`src/rtl/dragonfang_pkg.sv`:
```
// Shared types for the vector FP multiply scheduler: FSM state, operation
// control word and the in-flight tracker entry.
package dragonfang_pkg;

    // Tracker beat-index width; wide enough for any practical MAX_BEATS.
    localparam int VFMUL_IDX_W = 8;

    typedef enum logic [1:0] {
        ST_IDLE  = 2'd0,
        ST_ISSUE = 2'd1,
        ST_DRAIN = 2'd2
    } vfmul_sched_state_t;

    typedef struct packed {
        logic [3:0] opcode;
        logic [2:0] rm;
        logic [4:0] vd;
    } execution_vector_t;

    typedef struct packed {
        logic                   vld;
        logic                   src;
        logic [VFMUL_IDX_W-1:0] idx;
        logic                   last;
    } vfmul_sched_entry_t;

endpackage

```
`src/rtl/vector_floating_point_multiply_arbiter.sv`:
```
// Two-requester arbiter. On a tie the requester other than i_ptr wins;
// tying i_ptr high gives fixed priority to requester 0.
module vector_floating_point_multiply_arbiter (
    input  logic [1:0] i_valid,
    input  logic       i_ptr,
    output logic [1:0] o_grant
);

    assign o_grant = (i_valid == 2'b11) ? (i_ptr ? 2'b01 : 2'b10) : i_valid;

endmodule

```
`src/rtl/vector_floating_point_multiply_scheduler.sv`:
```
// Issues multi-beat multiply requests from two requesters into a pipelined
// multiplier and tracks results. VFMUL_SCHEDULER_ROUND_ROBIN_EN: round-robin tie-break.
module vector_floating_point_multiply_scheduler
    import dragonfang_pkg::*;
#(
    parameter  int MUL_LATENCY = 2,
    parameter  int MAX_BEATS   = 8,
    localparam int BEAT_W      = $clog2(MAX_BEATS + 1)
) (
    input  logic              clock,
    input  logic              reset,
    input  logic              req_valid_0,
    input  logic              req_valid_1,
    output logic              req_ready_0,
    output logic              req_ready_1,
    input  logic [BEAT_W-1:0] req_beats_0,
    input  logic [BEAT_W-1:0] req_beats_1,
    input  execution_vector_t req_execution_vector_0,
    input  execution_vector_t req_execution_vector_1,
    output logic              issue_valid,
    output execution_vector_t issue_execution_vector,
    output logic [BEAT_W-1:0] issue_beat_index,
    output logic              issue_source,
    input  logic              stall,
    output logic              result_valid,
    output logic              result_source,
    output logic [BEAT_W-1:0] result_beat_index,
    output logic              result_last,
    output logic              busy
);

    localparam logic [BEAT_W-1:0] MAX_B = BEAT_W'(MAX_BEATS);

    vfmul_sched_state_t r_state, w_state_nxt;
    execution_vector_t  r_ev;
    logic               r_src;
    logic [BEAT_W-1:0]  r_beats, r_idx;
    vfmul_sched_entry_t r_trk [MUL_LATENCY];
    vfmul_sched_entry_t w_entry;

    logic              w_issue, w_last_beat, w_can_grant, w_load, w_ptr;
    logic              w_pending, w_inflight;
    logic [1:0]        w_req_vld, w_gnt;
    logic [BEAT_W-1:0] w_gnt_raw, w_gnt_beats;
    execution_vector_t w_gnt_ev;

    assign w_issue     = (r_state == ST_ISSUE) && !stall;
    assign w_last_beat = (r_idx == r_beats - BEAT_W'(1));
    // A new request may enter only once the current one has no beats left.
    assign w_can_grant = !reset && ((r_state != ST_ISSUE) || (w_issue && w_last_beat));
    assign w_req_vld   = {req_valid_1, req_valid_0} & {2{w_can_grant}};

`ifdef VFMUL_SCHEDULER_ROUND_ROBIN_EN
    logic r_ptr;
    always_ff @(posedge clock or posedge reset) begin
        if (reset)       r_ptr <= 1'b0;
        else if (|w_gnt) r_ptr <= w_gnt[1];
    end
    assign w_ptr = r_ptr;
`else
    assign w_ptr = 1'b1;
`endif

    vector_floating_point_multiply_arbiter u_arb (
        .i_valid (w_req_vld),
        .i_ptr   (w_ptr),
        .o_grant (w_gnt)
    );

    assign w_gnt_raw   = w_gnt[1] ? req_beats_1 : req_beats_0;
    assign w_gnt_beats = (w_gnt_raw > MAX_B) ? MAX_B : w_gnt_raw;
    assign w_gnt_ev    = w_gnt[1] ? req_execution_vector_1 : req_execution_vector_0;
    // Zero-beat requests complete at the handshake and never load.
    assign w_load      = (|w_gnt) && (w_gnt_beats != '0);

    // The final tracker stage retires this cycle, so it does not hold DRAIN.
    always_comb begin
        w_pending = 1'b0;
        for (int i = 0; i < MUL_LATENCY - 1; i++) w_pending = w_pending | r_trk[i].vld;
    end
    assign w_inflight = w_pending | r_trk[MUL_LATENCY-1].vld;

    always_ff @(posedge clock or posedge reset) begin
        if (reset) r_state <= ST_IDLE;
        else       r_state <= w_state_nxt;
    end

    always_comb begin
        w_state_nxt = r_state;
        if (w_load) begin
            w_state_nxt = ST_ISSUE;
        end else begin
            case (r_state)
                ST_ISSUE: if (w_issue && w_last_beat) w_state_nxt = ST_DRAIN;
                ST_DRAIN: if (!w_pending) w_state_nxt = ST_IDLE;
                default:  w_state_nxt = ST_IDLE;
            endcase
        end
    end

    always_comb begin
        issue_valid = w_issue;
        req_ready_0 = w_gnt[0];
        req_ready_1 = w_gnt[1];
        busy        = (r_state != ST_IDLE) || w_inflight;
    end

    always_ff @(posedge clock or posedge reset) begin
        if (reset) begin
            r_ev    <= '0;
            r_src   <= 1'b0;
            r_beats <= '0;
            r_idx   <= '0;
        end else if (w_load) begin
            r_ev    <= w_gnt_ev;
            r_src   <= w_gnt[1];
            r_beats <= w_gnt_beats;
            r_idx   <= '0;
        end else if (w_issue) begin
            r_idx   <= w_last_beat ? '0 : r_idx + BEAT_W'(1);
        end
    end

    always_comb begin
        w_entry = '0;
        if (w_issue) begin
            w_entry.vld  = 1'b1;
            w_entry.src  = r_src;
            w_entry.idx  = VFMUL_IDX_W'(r_idx);
            w_entry.last = w_last_beat;
        end
    end

    always_ff @(posedge clock or posedge reset) begin
        if (reset) begin
            for (int i = 0; i < MUL_LATENCY; i++) r_trk[i] <= '0;
        end else begin
            r_trk[0] <= w_entry;
            for (int i = 1; i < MUL_LATENCY; i++) r_trk[i] <= r_trk[i-1];
        end
    end

    assign issue_execution_vector = r_ev;
    assign issue_beat_index       = r_idx;
    assign issue_source           = r_src;
    assign result_valid           = r_trk[MUL_LATENCY-1].vld;
    assign result_source          = r_trk[MUL_LATENCY-1].src;
    assign result_beat_index      = BEAT_W'(r_trk[MUL_LATENCY-1].idx);
    assign result_last            = r_trk[MUL_LATENCY-1].last;

endmodule
```
`config.mk`:
```
export PLATFORM = sky130hd
export DESIGN_NAME = vector_floating_point_multiply_scheduler
export DESIGN_NICKNAME = d
export VERILOG_FILES = /design/src/rtl/dragonfang_pkg.sv /design/src/rtl/vector_floating_point_multiply_arbiter.sv /design/src/rtl/vector_floating_point_multiply_scheduler.sv
export SDC_FILE = /design/constraint.sdc
export NUM_CORES = 1
export LEC_CHECK = 0
export BUFFER_PORTS_ARGS = -buffer_cell sky130_fd_sc_hd__buf_2
export CAP_MARGIN = 5
export CORE_MARGIN = 2
export CORE_UTILIZATION = 31
export CTS_BUF_LIST = sky130_fd_sc_hd__clkbuf_4 sky130_fd_sc_hd__clkbuf_8
export DETAILED_ROUTE_END_ITERATION = 8
export HOLD_SLACK_MARGIN = 0.06
export PLACE_DENSITY = 0.59
export SLEW_MARGIN = 10
export SYNTH_ARGS = -nofsm -noshare
export SYNTH_HDL_FRONTEND = slang
export SYNTH_SLANG_ARGS = --single-unit
```
`constraint.sdc`:
```
create_clock -name clock -period 5.8 [get_ports clock]
set_input_delay 0 -clock clock [delete_from_list [all_inputs] [get_ports clock]]
set_output_delay 0 -clock clock [all_outputs]
set_load 0.02 [all_outputs]
```
== Word level (Yosys, flattened, before mapping) ==
Index checks and enable logic that the tools add are counted.
Operators by class
  magnitude comparators: 1
  mux-type cells: 12
  bitwise gates (word level): 2
  $add $sub $neg: 2
  reductions and logical operators: 13
  equal/unequal tests: 7
Operators by type and width (number)
  $mux W4: 5
  $mux W12: 1
  $mux W11: 1
  $mux W2: 4
  $add A4 B1 Y4 const B: 1
  $eq A2 B2 Y1 const B: 2
  $eq A4 B4 Y1: 1
  $gt A4 B4 Y1 const B: 1
  $logic_and A1 B1 Y1: 4
  $pmux W2 S2: 1
  $reduce_bool A2 Y1: 2
  $reduce_bool A4 Y1: 1
  $sub A4 B1 Y4 const B: 1
  $ne A3 B2 Y1 const B: 1
  $ne A3 B3 Y1 const B: 1
  $and A2 B2 Y2: 1
  $eq A2 B1 Y1 const B: 1
  $logic_not A1 Y1: 2
  $logic_or A1 B1 Y1: 2
  $ne A2 B1 Y1 const B: 1
  $reduce_and A2 Y1: 1
  $reduce_or A2 Y1: 1
  $or A1 B1 Y1: 1
Word-level totals
  input port bits: 37
  output and inout bits: 28
  register bits after elaboration: 37
  logic and storage cells: 52

== Depth between registers and ports, before layout ==
Gate-level depths: netlist (run 1).
  depth in word-level cells: 15
  mapped depth: 9
  depth with buffers taken out: 7

== Cells and area by module ==
Synthesis (run 1) repeated with hierarchy kept, for this count alone.
Unflattened totals
  cell total of the unflattened synthesis: 139
  area, all modules: 1799.2 sq um
Modules (own cells, without submodules)
  vector_floating_point_multiply_scheduler: times used 1, cells each 136, area an instance 1780.5 sq um, sequential area each 925.9 sq um
  vector_floating_point_multiply_arbiter: times used 1, cells each 3, area an instance 18.8 sq um, sequential area each 0.0 sq um

== Worst setup path after synthesis (run 1) ==
OpenSTA, ideal clock, no wires.
  path kind: reg2reg
  from: register r_idx[2], in the netlist issue_beat_index[2]
  to: register r_beats[1]
  period minus slack after synthesis: 2.103 ns
  required time: 5.674 ns
  setup time: 0.126 ns
  cell stages (with the launch flop): 7
  buffers on the path: 1
  path slack: 3.697 ns
  arrival: 1.977 ns
  cells stage by stage: dfrtp_1 -> xor3_1 -> nor3_2 -> a31oi_1 -> or2_0 -> buf_2 -> a221o_1
On the way
  cells in the longest elaborated chain, start to end: 12
  elaborated cells on any way between the ends: 13
  those cells by class: 1 x order compare; 2 x eq/ne; 3 x mux; 1 x bitwise; 6 x reduce/logical
RTL lines
  start: declaration: RTL line vector_floating_point_multiply_scheduler.sv:37  | logic [BEAT_W-1:0] r_beats, r_idx;
  start signal: assignment: RTL line vector_floating_point_multiply_scheduler.sv:120  | r_idx <= w_last_beat ? '0 : r_idx + BEAT_W'(1);
  $eq A4 B4 Y1 (*): RTL line vector_floating_point_multiply_scheduler.sv:48  | assign w_last_beat = (r_idx == r_beats - BEAT_W'(1));
  $logic_and A1 B1 Y1 (*): RTL line vector_floating_point_multiply_scheduler.sv:50  | assign w_can_grant = !reset && ((r_state != ST_ISSUE) || (w_issue && w_last_beat));
  $logic_or A1 B1 Y1 (*): RTL line vector_floating_point_multiply_scheduler.sv:50
  $logic_and A1 B1 Y1 (*): RTL line vector_floating_point_multiply_scheduler.sv:50
  $and A2 B2 Y2 (*): RTL line vector_floating_point_multiply_scheduler.sv:51  | assign w_req_vld = {req_valid_1, req_valid_0} & {2{w_can_grant}};
  $eq A2 B2 Y1: RTL line vector_floating_point_multiply_arbiter.sv:9  | assign o_grant = (i_valid == 2'b11) ? (i_ptr ? 2'b01 : 2'b10) : i_valid;
  $mux W2 (*): RTL line vector_floating_point_multiply_arbiter.sv:9
  $mux W4: RTL line vector_floating_point_multiply_scheduler.sv:70  | assign w_gnt_raw = w_gnt[1] ? req_beats_1 : req_beats_0;
  $gt A4 B4 Y1: RTL line vector_floating_point_multiply_scheduler.sv:71  | assign w_gnt_beats = (w_gnt_raw > MAX_B) ? MAX_B : w_gnt_raw;
  $mux W4: RTL line vector_floating_point_multiply_scheduler.sv:71
  $reduce_bool A4 Y1: RTL line vector_floating_point_multiply_scheduler.sv:74  | assign w_load = (|w_gnt) && (w_gnt_beats != '0);
  $logic_and A1 B1 Y1: RTL line vector_floating_point_multiply_scheduler.sv:74
  end signal: assignment: RTL line vector_floating_point_multiply_scheduler.sv:117  | r_beats <= w_gnt_beats;
  end: declaration: RTL line vector_floating_point_multiply_scheduler.sv:37
Mark *: on every way between the ends. The rest lies on a longest branch, timed or not.
A chain may end at the register's enable or synchronous reset.

== Worst setup path after layout (run 1) ==
  from: register r_beats[0]
  to: register r_ev (netlist bit issue_execution_vector[2])
On the way
  cells in the longest elaborated chain, start to end: 13
  elaborated cells on any way between the ends: 15
  those cells by class: 1 x add/sub; 1 x order compare; 2 x eq/ne; 4 x mux; 1 x bitwise; 6 x reduce/logical
RTL lines
  $sub A4 B1 Y4 (*): RTL line vector_floating_point_multiply_scheduler.sv:48
  $eq A4 B4 Y1 (*): RTL line vector_floating_point_multiply_scheduler.sv:48
  $logic_and A1 B1 Y1 (*): RTL line vector_floating_point_multiply_scheduler.sv:50
  $logic_or A1 B1 Y1 (*): RTL line vector_floating_point_multiply_scheduler.sv:50
  $logic_and A1 B1 Y1 (*): RTL line vector_floating_point_multiply_scheduler.sv:50
  $and A2 B2 Y2 (*): RTL line vector_floating_point_multiply_scheduler.sv:51
  $eq A2 B2 Y1: RTL line vector_floating_point_multiply_arbiter.sv:9
  $mux W2 (*): RTL line vector_floating_point_multiply_arbiter.sv:9
  $mux W4: RTL line vector_floating_point_multiply_scheduler.sv:70
  $gt A4 B4 Y1: RTL line vector_floating_point_multiply_scheduler.sv:71
  $mux W4: RTL line vector_floating_point_multiply_scheduler.sv:71
  $reduce_bool A4 Y1: RTL line vector_floating_point_multiply_scheduler.sv:74
  $logic_and A1 B1 Y1: RTL line vector_floating_point_multiply_scheduler.sv:74
  end signal: assignment: RTL line vector_floating_point_multiply_scheduler.sv:115  | r_ev <= w_gnt_ev;
  end: declaration: RTL line vector_floating_point_multiply_scheduler.sv:35  | execution_vector_t r_ev;
Marked as above.

==> results of run 1 <==
-- sequential cells by signal (all words and copies together) (netlist names) --
signal / flops
w_pending: 1
r_trk: 6
r_state: 2
result_last: 1
result_valid: 1
issue_execution_vector: 12
r_beats: 4
issue_beat_index: 4
issue_source: 1
result_source: 1
result_beat_index: 4
-- worst max-delay path: cells and delay by family, from the launching register on --
kind	cells	cell delay, ns
AOI/OAI and AO/OA	2	1.00
xor gates and xnor gates	1	0.17
adders and majority gates	1	0.30
buffers and inverters	1	0.07
DFF	1	0.41
and+or+nand+nor	2	0.90
-- report_power, final --
part	total (mW)	internal [mW]	switching, mW
registers	0.417	0.355	0.0625
logic	0.456	0.186	0.269
clock network	0.184	0.0993	0.0843
total	1.06	0.640	0.416
-- stage by stage --
| stage | setup WS [ns] | total power [mW] | hold WS [ns] | cell area (um^2) | util |
|---|---|---|---|---|---|
| 2_1_floorplan | 3.70 | 0.734 | 0.0974 | 1710 | - |
| 3_3_place_gp | 2.90 | 0.850 | 0.185 | 2070 | 0.383 |
| 3_5_place_dp | 2.79 | 0.861 | 0.203 | 2070 | 0.383 |
| 4_1_cts | 2.80 | 1.06 | 0.0940 | 2430 | 0.450 |
| 5_1_grt | 2.52 | 1.14 | 0.114 | 2430 | 0.450 |
| 6_report | 2.79 | 1.06 | 0.0983 | 2430 | 0.450 |
-- layout by cell type, fill, tap and decap left out, types with 2 or more instances in the layout --
cell	Yosys	layout
nand2_1	9	9
a21oi_1	6	6
xnor2_1	3	3
ha_1	2	2
mux2i_1	12	12
nand2b_1	3	3
inv_2	2	2
clkbuf_4	0	3
nor3_1	5	5
o31ai_1	2	2
nand3_1	3	3
nor2_1	7	7
o21ai_0	11	11
buf_2	2	64
inv_1	5	5
nor4b_1	2	2
o21ai_1	15	15
a221o_1	2	2
nand3b_1	2	2
and2_1	5	5
clkbuf_8	0	5
dlygate4sd3_1	0	27
nor4_1	2	2
dfrtp_1	37	37
-- layer usage --
| layer | up-vias | part of all wire | wire length [um] |
|---|---|---|---|
| met5 | - | 0 | 0 |
| met4 | 0 | 0.015 | 63 |
| met3 | 9 | 0.075 | 322 |
| met2 | 62 | 0.49 | 2070 |
| met1 | 744 | 0.42 | 1810 |
| li1 | 735 | - | - |
-- cells by family (layout without fill, tap and decap cells) --
family | count (synthesis) | count (layout)
mux | 13 | 13
xor+xnor | 5 | 5
compound gates | 42 | 42
buf+inv | 18 | 107
simple gates | 44 | 44
fa+ha+maj | 2 | 2
flops | 37 | 37
-- final timing paths --
kind / start / endpoint / depth (start not counted) / slack, ns
worst max-delay path: r_beats[0]$_DFFE_PP0P_ / issue_execution_vector[2]$_DFFE_PP0P_ / 7 / 2.79
worst min-delay path: req_beats_0[3] / r_beats[3]$_DFFE_PP0P_ / 3 / 0.1
worst max register to register: r_beats[0]$_DFFE_PP0P_ / issue_execution_vector[2]$_DFFE_PP0P_ / 7 / 2.79
worst min register to register: r_trk[14]$_DFF_PP0_ / result_beat_index[2]$_DFF_PP0_ / 0 / 0.35
max in group asynchronous: reset / r_trk[15]$_DFF_PP0_ / 4 / 5.04
min in group asynchronous: reset / issue_source$_DFFE_PP0P_ / 4 / 0.42
-- what timing repair did --
item	CTS	global route
resized for setup	0	0
hold buffers	27	0
setup endpoints to repair	0	0
endpoints found under the hold margin	52	0
-- cell type report --
class	instances	area, um^2	area share
clock buffers	8	91.3	0.0375
flip-flops and latches	37	926	0.380
well taps	72	90.1	0.0370
multi-input cells	106	702	0.288
repair buffers	92	598	0.246
inverters	7	26.3	0.0108
==> key figures, run 1 <==
Synthesis
  • Top-count cell post-synth: dfrtp_1
  • Mean Syn Cell Area: 10.6 um^2
  • Cells after synthesis: 161
  • Main combinational cell family by area after synthesis: compound AO/OA/AOI/OAI gates
  • XOR/XNOR share of the synthesized area: 0.0345
  • Seq/Total Area, Yosys: 0.543
  • Post-Synth Adder-Cell Area: 0.0147
  • Top cell type's share of synthesized area: 0.543
  • Synth Area in Compound Gates: 0.141
  • Yosys reg bits: 37
  • Post-synth top area cell: dfrtp_1
  • Synth Area in Simple Gates: 0.141
  • Synth Warn #: 0
  • Mux cell area share after synthesis: 0.0770
  • Synth Cell Area: 1710 um^2
  • Post-synth EDFFs: 0
  • Most frequent cells after synthesis: 37 x dfrtp_1, 15 x o21ai_1, 12 x mux2i_1
  • Synth unique cells: 37
  • Mapped Nets: 200
  • Synth top area cells: dfrtp_1 54%, mux2i_1 7.0%, o21ai_1 4.4%, o21ai_0 3.2%, nand2_1 2.0%
  • FFs w/ async S/R, synth: 1.00
  • Ys flop type: dfrtp_1

Floorplan
  • Core area: 5410 um^2
  • DIE AREA: 6110 um^2
  • Top Ports: 65
  • Die Y: 78.2 um
  • # rows: 27
  • Starting Density: 0.316
  • Width of the die: 78.2 um

Clocking
  • Postcts setup bufs: 0
  • CTS tree: built
  • Clock buffer depth: 2
  • Clock slew at reported path FFs: 0.07 ns
  • Number of clock sinks: 37
  • H-tree Lvls: 2
  • Clk_lat worst skew: 0.29 ns
  • Total CTS buffers: 5
  • Clock root buffer: clkbuf_8

Final layout
  • Fillers: 547
  • Antenna Cells: 0
  • Nets: 288
  • Layout cells sized above 1: 0.308
  • Final cell count without fillers: 322
  • Layout area overhead: 42.6%

STA
  • Final Hold Viols: 0
  • Period utilisation layout: 0.520
  • Slew Limit Fails: 0
  • Max Clock Freq: 332 MHz
  • Final setup fails: 0
  • Setup_tns: 0 ns
  • Worst relative slew slack: 0.348
  • RSZ-0062 raised after global routing: no
  • Worst Tran Pin Value: 0.976 ns
  • Tmin final: 3.01 ns
  • Clk_skew: 0.00956 ns

Detailed routing
  • Detailed Routing Iterations Pass 1: 4
  • Detailed-route DRC error count: 0
  • Routed len/inst: 13.2 um
  • Vias: 1550
  • DR iter-0 viols: 38
  • Total wire length: 4270 um
  • Post-route ant nets: 0
  • Vias per cell: 4.81

Critical path
  • Crit Path Class: flop to flop
  • Worst Setup End Kind: flop
  • Crit-path cells: inv_1 > ha_1 > xnor2_1 > nor3_2 > a31oi_2 > or2_0 > o21ai_1
  • Slowest cell on crit path: or2_0
  • Critical path arrival: 3.14 ns
  • Slowest Stage Delay on Critical Path: 0.81 ns
  • Max FO, Critical Path: 22
  • Startpoint Class: flop
  • Critical Path RT: 5.93 ns

Placement
  • Cells after DPL: 287
  • GP Congestion: 0.786
  • Placed wire-length estimate: 2680 um
  • IO Port Bufs: 64

Power
  • Maximum VDD drop: 0.184 mV
  • Power per cell area: 434 nW/um^2
  • Leakage power: 1.24 nW

Global routing
  • Met3 Resource Use GR: 0.0460
  • Met2 Use GR: 0.247
  • Largest net degree at the start of global routing: 39
  • Vias in the first global route: 1529
  • Busiest grt layer: met2
  • GRT overflow: 0
  • Initial antenna violation count: 0
  • Grt met1 use: 0.168
  • First-pass GRT wire length: 6880 um
  • Gr usage total: 0.144

Flow run
  • Max-cap violations: 0

Status
  • Status: finished clean

Min path
  • Hold Path Class: input pin to flop
No activity file was read; power rests on OpenSTA's default activity.
==> run 2, diff against run 1 <==
ABC_AREA = 1   (was unset)
PLACE_DENSITY = 0.6   (was 0.59)
clock period = 2.6 ns   (was 5.8 ns; I/O delays follow)
==> run 2 against run 1 <==
Clock skew is 0.0054 ns lower. Critical path depth is 10 higher. Routed wire length is 11% higher. Power is 150% higher. Sequential share of layout area is 3.8 points lower. First-iteration DRC count is 13% higher. Critical endpoint is now issue_execution_vector[7]$_DFFE_PP0P_.
==> key figures, run 2 <==
Detailed routing
  • DR iter-0 viols: 43
  • Detailed-route DRC error count: 0
  • Post-route ant nets: 0
  • Routed len/inst: 11.8 um
  • Detailed Routing Iterations Pass 1: 4
  • Vias: 1786
  • Total wire length: 4740 um
  • Vias per cell: 4.43

Status
  • Status: finished clean

Synthesis
  • Mapped Nets: 272
  • Yosys reg bits: 37
  • Seq/Total Area, Yosys: 0.489
  • Synth Warn #: 0
  • Synth unique cells: 26
  • Post-synth EDFFs: 0
  • Post-synth top area cell: dfrtp_1
  • Ys flop type: dfrtp_1
  • Cells after synthesis: 233
  • Top cell type's share of synthesized area: 0.489
  • Synth top area cells: dfrtp_1 49%, nand2_1 19%, nand3_1 4.8%, inv_1 3.8%, nand2_2 2.6%
  • FFs w/ async S/R, synth: 1.00
  • Top-count cell post-synth: nand2_1
  • Most frequent cells after synthesis: 97 x nand2_1, 37 x dfrtp_1, 19 x inv_1
  • Synth Cell Area: 1890 um^2
  • Mean Syn Cell Area: 8.13 um^2

Floorplan
  • Top Ports: 65
  • Starting Density: 0.320
  • Die Y: 82.2 um
  • Core area: 5920 um^2
  • Width of the die: 82.2 um
  • DIE AREA: 6750 um^2
  • # rows: 28

STA
  • Worst Tran Pin Value: 0.469 ns
  • Tmin final: 2.37 ns
  • Slew Limit Fails: 0
  • Clk_skew: 0.00415 ns
  • Period utilisation layout: 0.911
  • Setup_tns: 0 ns
  • PnR worst setup slack: 0.231 ns
  • Final Hold Viols: 0
  • Max Clock Freq: 422 MHz
  • Worst relative slew slack: 0.687
  • WHS: 0.0860 ns
  • Final setup fails: 0

Final layout
  • Most common cell after layout, fill and taps aside: nand2_1
  • Layout cells sized above 1: 0.305
  • Fillers: 580
  • Max reg flops: 12
  • Layout area overhead: 42.8%
  • Final Util: 0.457
  • Antenna Cells: 0
  • Nets: 366
  • Most frequent cells in the layout: 97 x nand2_1, 64 x buf_2, 37 x dfrtp_1, 27 x dlygate4sd3_1

Flow run
  • Max-cap violations: 0

Power
  • Design Power: 2.64 mW
  • Leakage power: 1.49 nW
  • Power per cell area: 975 nW/um^2
  • Maximum VDD drop: 0.327 mV

Critical path
  • Crit Path Class: flop to flop
  • FF-to-FF setup slack: 0.23 ns
  • Critical path arrival: 2.55 ns
  • Startpoint Class: flop
  • Worst Setup End Kind: flop
  • Max FO, Critical Path: 21
  • Critical Path RT: 2.79 ns

Clocking
  • Clock buffer depth: 2
  • Number of clock sinks: 37
  • Total CTS buffers: 5
  • Clock slew at reported path FFs: 0.07 ns
  • CTS tree: built
  • H-tree Lvls: 2
  • Clk_lat worst skew: 0.29 ns
  • Clock root buffer: clkbuf_8

Global routing
  • Vias in the first global route: 1765
  • Gr usage total: 0.152
  • Largest net degree at the start of global routing: 38
  • First-pass GRT wire length: 7760 um
  • Initial antenna violation count: 0
  • GRT overflow: 0

Placement
  • IO Port Bufs: 64
  • GP Congestion: 0.851
  • Placed wire-length estimate: 3230 um
  • Pre-CTS setup slack: 0.0722 ns

Min path
  • Hold Path Class: input pin to flop
-- run 2: final cells by class --
class / count / area (um^2) / area share
sequential: 37 / 926 / 0.342
multi-input combinational: 163 / 832 / 0.308
timing repair buffer: 98 / 643 / 0.238
tap: 75 / 93.8 / 0.0347
inverter: 22 / 90.1 / 0.0333
clock buffer: 6 / 82.6 / 0.0305
clock inverter: 2 / 37.5 / 0.0139
-- run 2: per-layer routing --
layer,GRT usage,vias up,routed length [um]
met5,0,-,0
met3,0.0467,7,287
met4,0.0583,0,78
li1,-,911,-
met2,0.272,51,2400
met1,0.170,817,1970
-- run 2: worst paths after layout --
| check | depth (start not counted) | end | from |
|---|---|---|---|
| min in group asynchronous | 4 | r_state[1]$_DFFE_PP0P_ | reset |
| worst min register to register | 0 | result_source$_DFF_PP0_ | r_trk[20]$_DFF_PP0_ |
| worst max register to register | 17 | issue_execution_vector[7]$_DFFE_PP0P_ | r_beats[0]$_DFFE_PP0P_ |
| worst max-delay path | 17 | issue_execution_vector[7]$_DFFE_PP0P_ | r_beats[0]$_DFFE_PP0P_ |
| max in group asynchronous | 4 | r_state[0]$_DFFE_PP0P_ | reset |
| worst min-delay path | 5 | issue_execution_vector[11]$_DFFE_PP0P_ | req_execution_vector_0[11] |
-- run 2: cells by family (layout without fill, tap and decap cells) --
| family | Yosys count | in the layout | synth area share |
|---|---|---|---|
| flops | 37 | 37 | 0.489 |
| xor+xnor | 1 | 1 | 0.00462 |
| fa+ha+maj | 2 | 2 | 0.0132 |
| compound gates | 15 | 15 | 0.0515 |
| simple gates | 145 | 145 | 0.354 |
| buf+inv | 33 | 128 | 0.0878 |
-- run 2: worst max-delay path: stages (launching register included) --
cell and delay [ns]:
dfrtp_1 0.40, inv_2 0.07, ha_1 0.30, inv_1 0.04, nand2_1 0.05, nand2_1 0.07, nor2_4 0.12, nand4_4 0.14
nand2_2 0.13, nand4_4 0.17, inv_8 0.11, nand2_2 0.06, nand2_2 0.11, nor2_4 0.06, nand2_8 0.14, nand2_8 0.13
nand2_1 0.09, nand2_1 0.05
-- run 2: per-stage QoR --
step	instances	cell area, um^2
floorplan	233	1890
global placement	365	2260
detailed placement	365	2260
CTS	400	2650
global route	403	2710
finish	403	2710
-- run 2: report_power, final --
| group | internal (mW) | switching (mW) | total, mW |
|---|---|---|---|
| Combinational | 0.433 | 0.761 | 1.19 |
| Clock | 0.312 | 0.212 | 0.524 |
| Sequential | 0.780 | 0.140 | 0.920 |
-- run 2: timing repair --
item,CTS,global route
setup endpoints to repair,0,18
hold buffers,27,0
buffers inserted,0,3
resized for setup,0,5
endpoints found under the hold margin,51,0
==> run 3, diff against run 2 <==
BUFFER_PORTS_ARGS = -buffer_cell sky130_fd_sc_hd__clkbuf_2   (was -buffer_cell sky130_fd_sc_hd__buf_2)
CELL_PAD_IN_SITES_DETAIL_PLACEMENT = 1   (was unset)
CELL_PAD_IN_SITES_GLOBAL_PLACEMENT = 1   (was unset)
PLACE_DENSITY = 0.77   (was 0.6)
==> run 3 against run 2 <==
Cell count down 0.50%. Die area unchanged. Sequential cell count unchanged. Routed wire length is 6.5% higher. Utilization is 0.93 points lower. Setup slack gained 0.0063 ns. Global-route usage up 0.69 points. Largest power group unchanged.
==> key figures, run 3 (synthesis results as in run 2) <==
STA
  • Worst relative slew slack: 0.689
  • Clk_skew: 0.00479 ns
  • Period utilisation layout: 0.909
  • Final Hold Viols: 0
  • PnR worst setup slack: 0.238 ns
  • Final setup fails: 0
  • Tmin final: 2.36 ns
  • Worst Tran Pin Value: 0.466 ns
  • RSZ-0062 raised after global routing: no
  • Max Clock Freq: 423 MHz
  • Slew Limit Fails: 0
  • Setup_tns: 0 ns

Detailed routing
  • Detailed Routing Iterations Pass 1: 4
  • Routed len/inst: 12.6 um
  • Total wire length: 5050 um
  • Vias: 1803
  • Vias per cell: 4.50
  • Post-route ant nets: 0
  • DR iter-0 viols: 35
  • Detailed-route DRC error count: 0

Power
  • Leakage power: 1.48 nW
  • Maximum VDD drop: 0.371 mV
  • Power per cell area: 938 nW/um^2

Critical path
  • Slowest Stage Delay on Critical Path: 0.40 ns
  • Worst Setup End Kind: flop
  • Crit Path Class: flop to flop
  • Dominant delay contributor by cell family on the critical path: simple AND/OR/NAND/NOR gates
  • CP bufs+invs: 3
  • Slowest cell on crit path: dfrtp_1
  • Critical path arrival: 2.54 ns
  • Crit-path cells: inv_2 > ha_1 > inv_1 > nand2_1 > nand2_1 > nor2_4 > nand4_4 > nand2_2 > nand4_4 > nand2_2 > nand2_1 > nor2_4 > nand2_4 > buf_4 > nand3_1 > nand2_1
  • Max FO, Critical Path: 10
  • Critical Path RT: 2.78 ns
  • Startpoint Class: flop
  • Most used cell, CP: nand2_1

Final layout
  • Nets: 366
  • Fillers: 749
  • Layout area overhead: 39.9%
  • Most common cell after layout, fill and taps aside: nand2_1
  • Antenna Cells: 0
  • Final Util: 0.448
  • Final instance area: 2650 um^2
  • Max reg flops: 12
  • Layout cells sized above 1: 0.316
  • Most frequent cells in the layout: 96 x nand2_1, 64 x clkbuf_2, 37 x dfrtp_1, 23 x dlygate4sd3_1, 19 x inv_1

Placement
  • GP Congestion: 0.803
  • IO Port Bufs: 64
  • Pre-CTS setup slack: 0.206 ns
  • Placed wire-length estimate: 3570 um
  • Area after DPL: 2270 um^2

Status
  • Status: finished clean

Clocking
  • Clock buffer depth: 2
  • H-tree Lvls: 2
  • Clock root buffer: clkbuf_8
  • Total CTS buffers: 5
  • Clk_lat worst skew: 0.29 ns
  • CTS tree: built
  • Clock slew at reported path FFs: 0.07 ns
  • Number of clock sinks: 37

Global routing
  • Initial antenna violation count: 0
  • Gr usage total: 0.159
  • Vias in the first global route: 1880
  • Largest net degree at the start of global routing: 38
  • First-pass GRT wire length: 8160 um
  • GRT overflow: 0

Floorplan
  • Die Y: 82.2 um
  • Core area: 5920 um^2
  • Starting Density: 0.320
  • DIE AREA: 6750 um^2
  • # rows: 28
  • Top Ports: 65
  • Width of the die: 82.2 um

Min path
  • Hold Path Class: input pin to flop

Flow run
  • Max-cap violations: 0
run 3: area by class of cell:
type                       instances  area [um^2]  area share
tap                               75         93.8      0.0354
sequential                        37          926       0.349
clock buffer                       5         68.8      0.0260
inverter                          22         90.1      0.0340
timing repair buffer              98          633       0.239
clock inverter                     1         5.00     0.00189
multi-input combinational        163          833       0.314
run 3: timing repair:
item,CTS,global route
hold buffers,23,0
hold endpoints to repair,50,0
gates resized for setup,0,6
setup endpoints to repair,0,17
setup buffers,0,6
run 3: per-layer routing:
metal | global-route usage | part of all wire
met1 | 0.178 | 0.42
met2 | 0.301 | 0.53
met3 | 0.0424 | 0.042
met4 | 0.0350 | 0.011
met5 | 0 | 0
run 3: through the flow:
stage                     power [mW]  std cells  hold WS [ns]
after detailed placement        2.06        366         0.224
after CTS                       2.47        395        0.0651
after floorplan                 1.72        233        0.0487
final                           2.49        401        0.0616
after global placement          2.03        366         0.216
after global routing            2.70        401        0.0660
run 3: report_power, final:
| part | internal [mW] | switching [mW] |
|---|---|---|
| Sequential | 0.781 | 0.146 |
| Combinational | 0.423 | 0.767 |
| Clock | 0.176 | 0.193 |
run 3: path summary, 6_finish.rpt:
check / start / to / slack, ns / depth (start not counted)
hold reg to reg: r_trk[15]$_DFF_PP0_ / result_beat_index[3]$_DFF_PP0_ / 0.35 / 0
hold / removal: req_execution_vector_0[10] / issue_execution_vector[10]$_DFFE_PP0P_ / 0.06 / 5
max in group asynchronous: reset / issue_execution_vector[7]$_DFFE_PP0P_ / 1.81 / 4
min in group asynchronous: reset / r_state[0]$_DFFE_PP0P_ / 0.46 / 4
setup reg to reg: r_beats[0]$_DFFE_PP0P_ / issue_execution_vector[6]$_DFFE_PP0P_ / 0.24 / 16
setup / recovery: r_beats[0]$_DFFE_PP0P_ / issue_execution_vector[6]$_DFFE_PP0P_ / 0.24 / 16
run 3: worst register-to-register path, stage by stage, from the launching register on:
cell and delay [ns]:
dfrtp_1 0.40, inv_2 0.06, ha_1 0.29, inv_1 0.04, nand2_1 0.05, nand2_1 0.07
nor2_4 0.11, nand4_4 0.14, nand2_2 0.12, nand4_4 0.16, nand2_2 0.14, nand2_1 0.10
nor2_4 0.14, nand2_4 0.10, buf_4 0.19, nand3_1 0.08, nand2_1 0.06
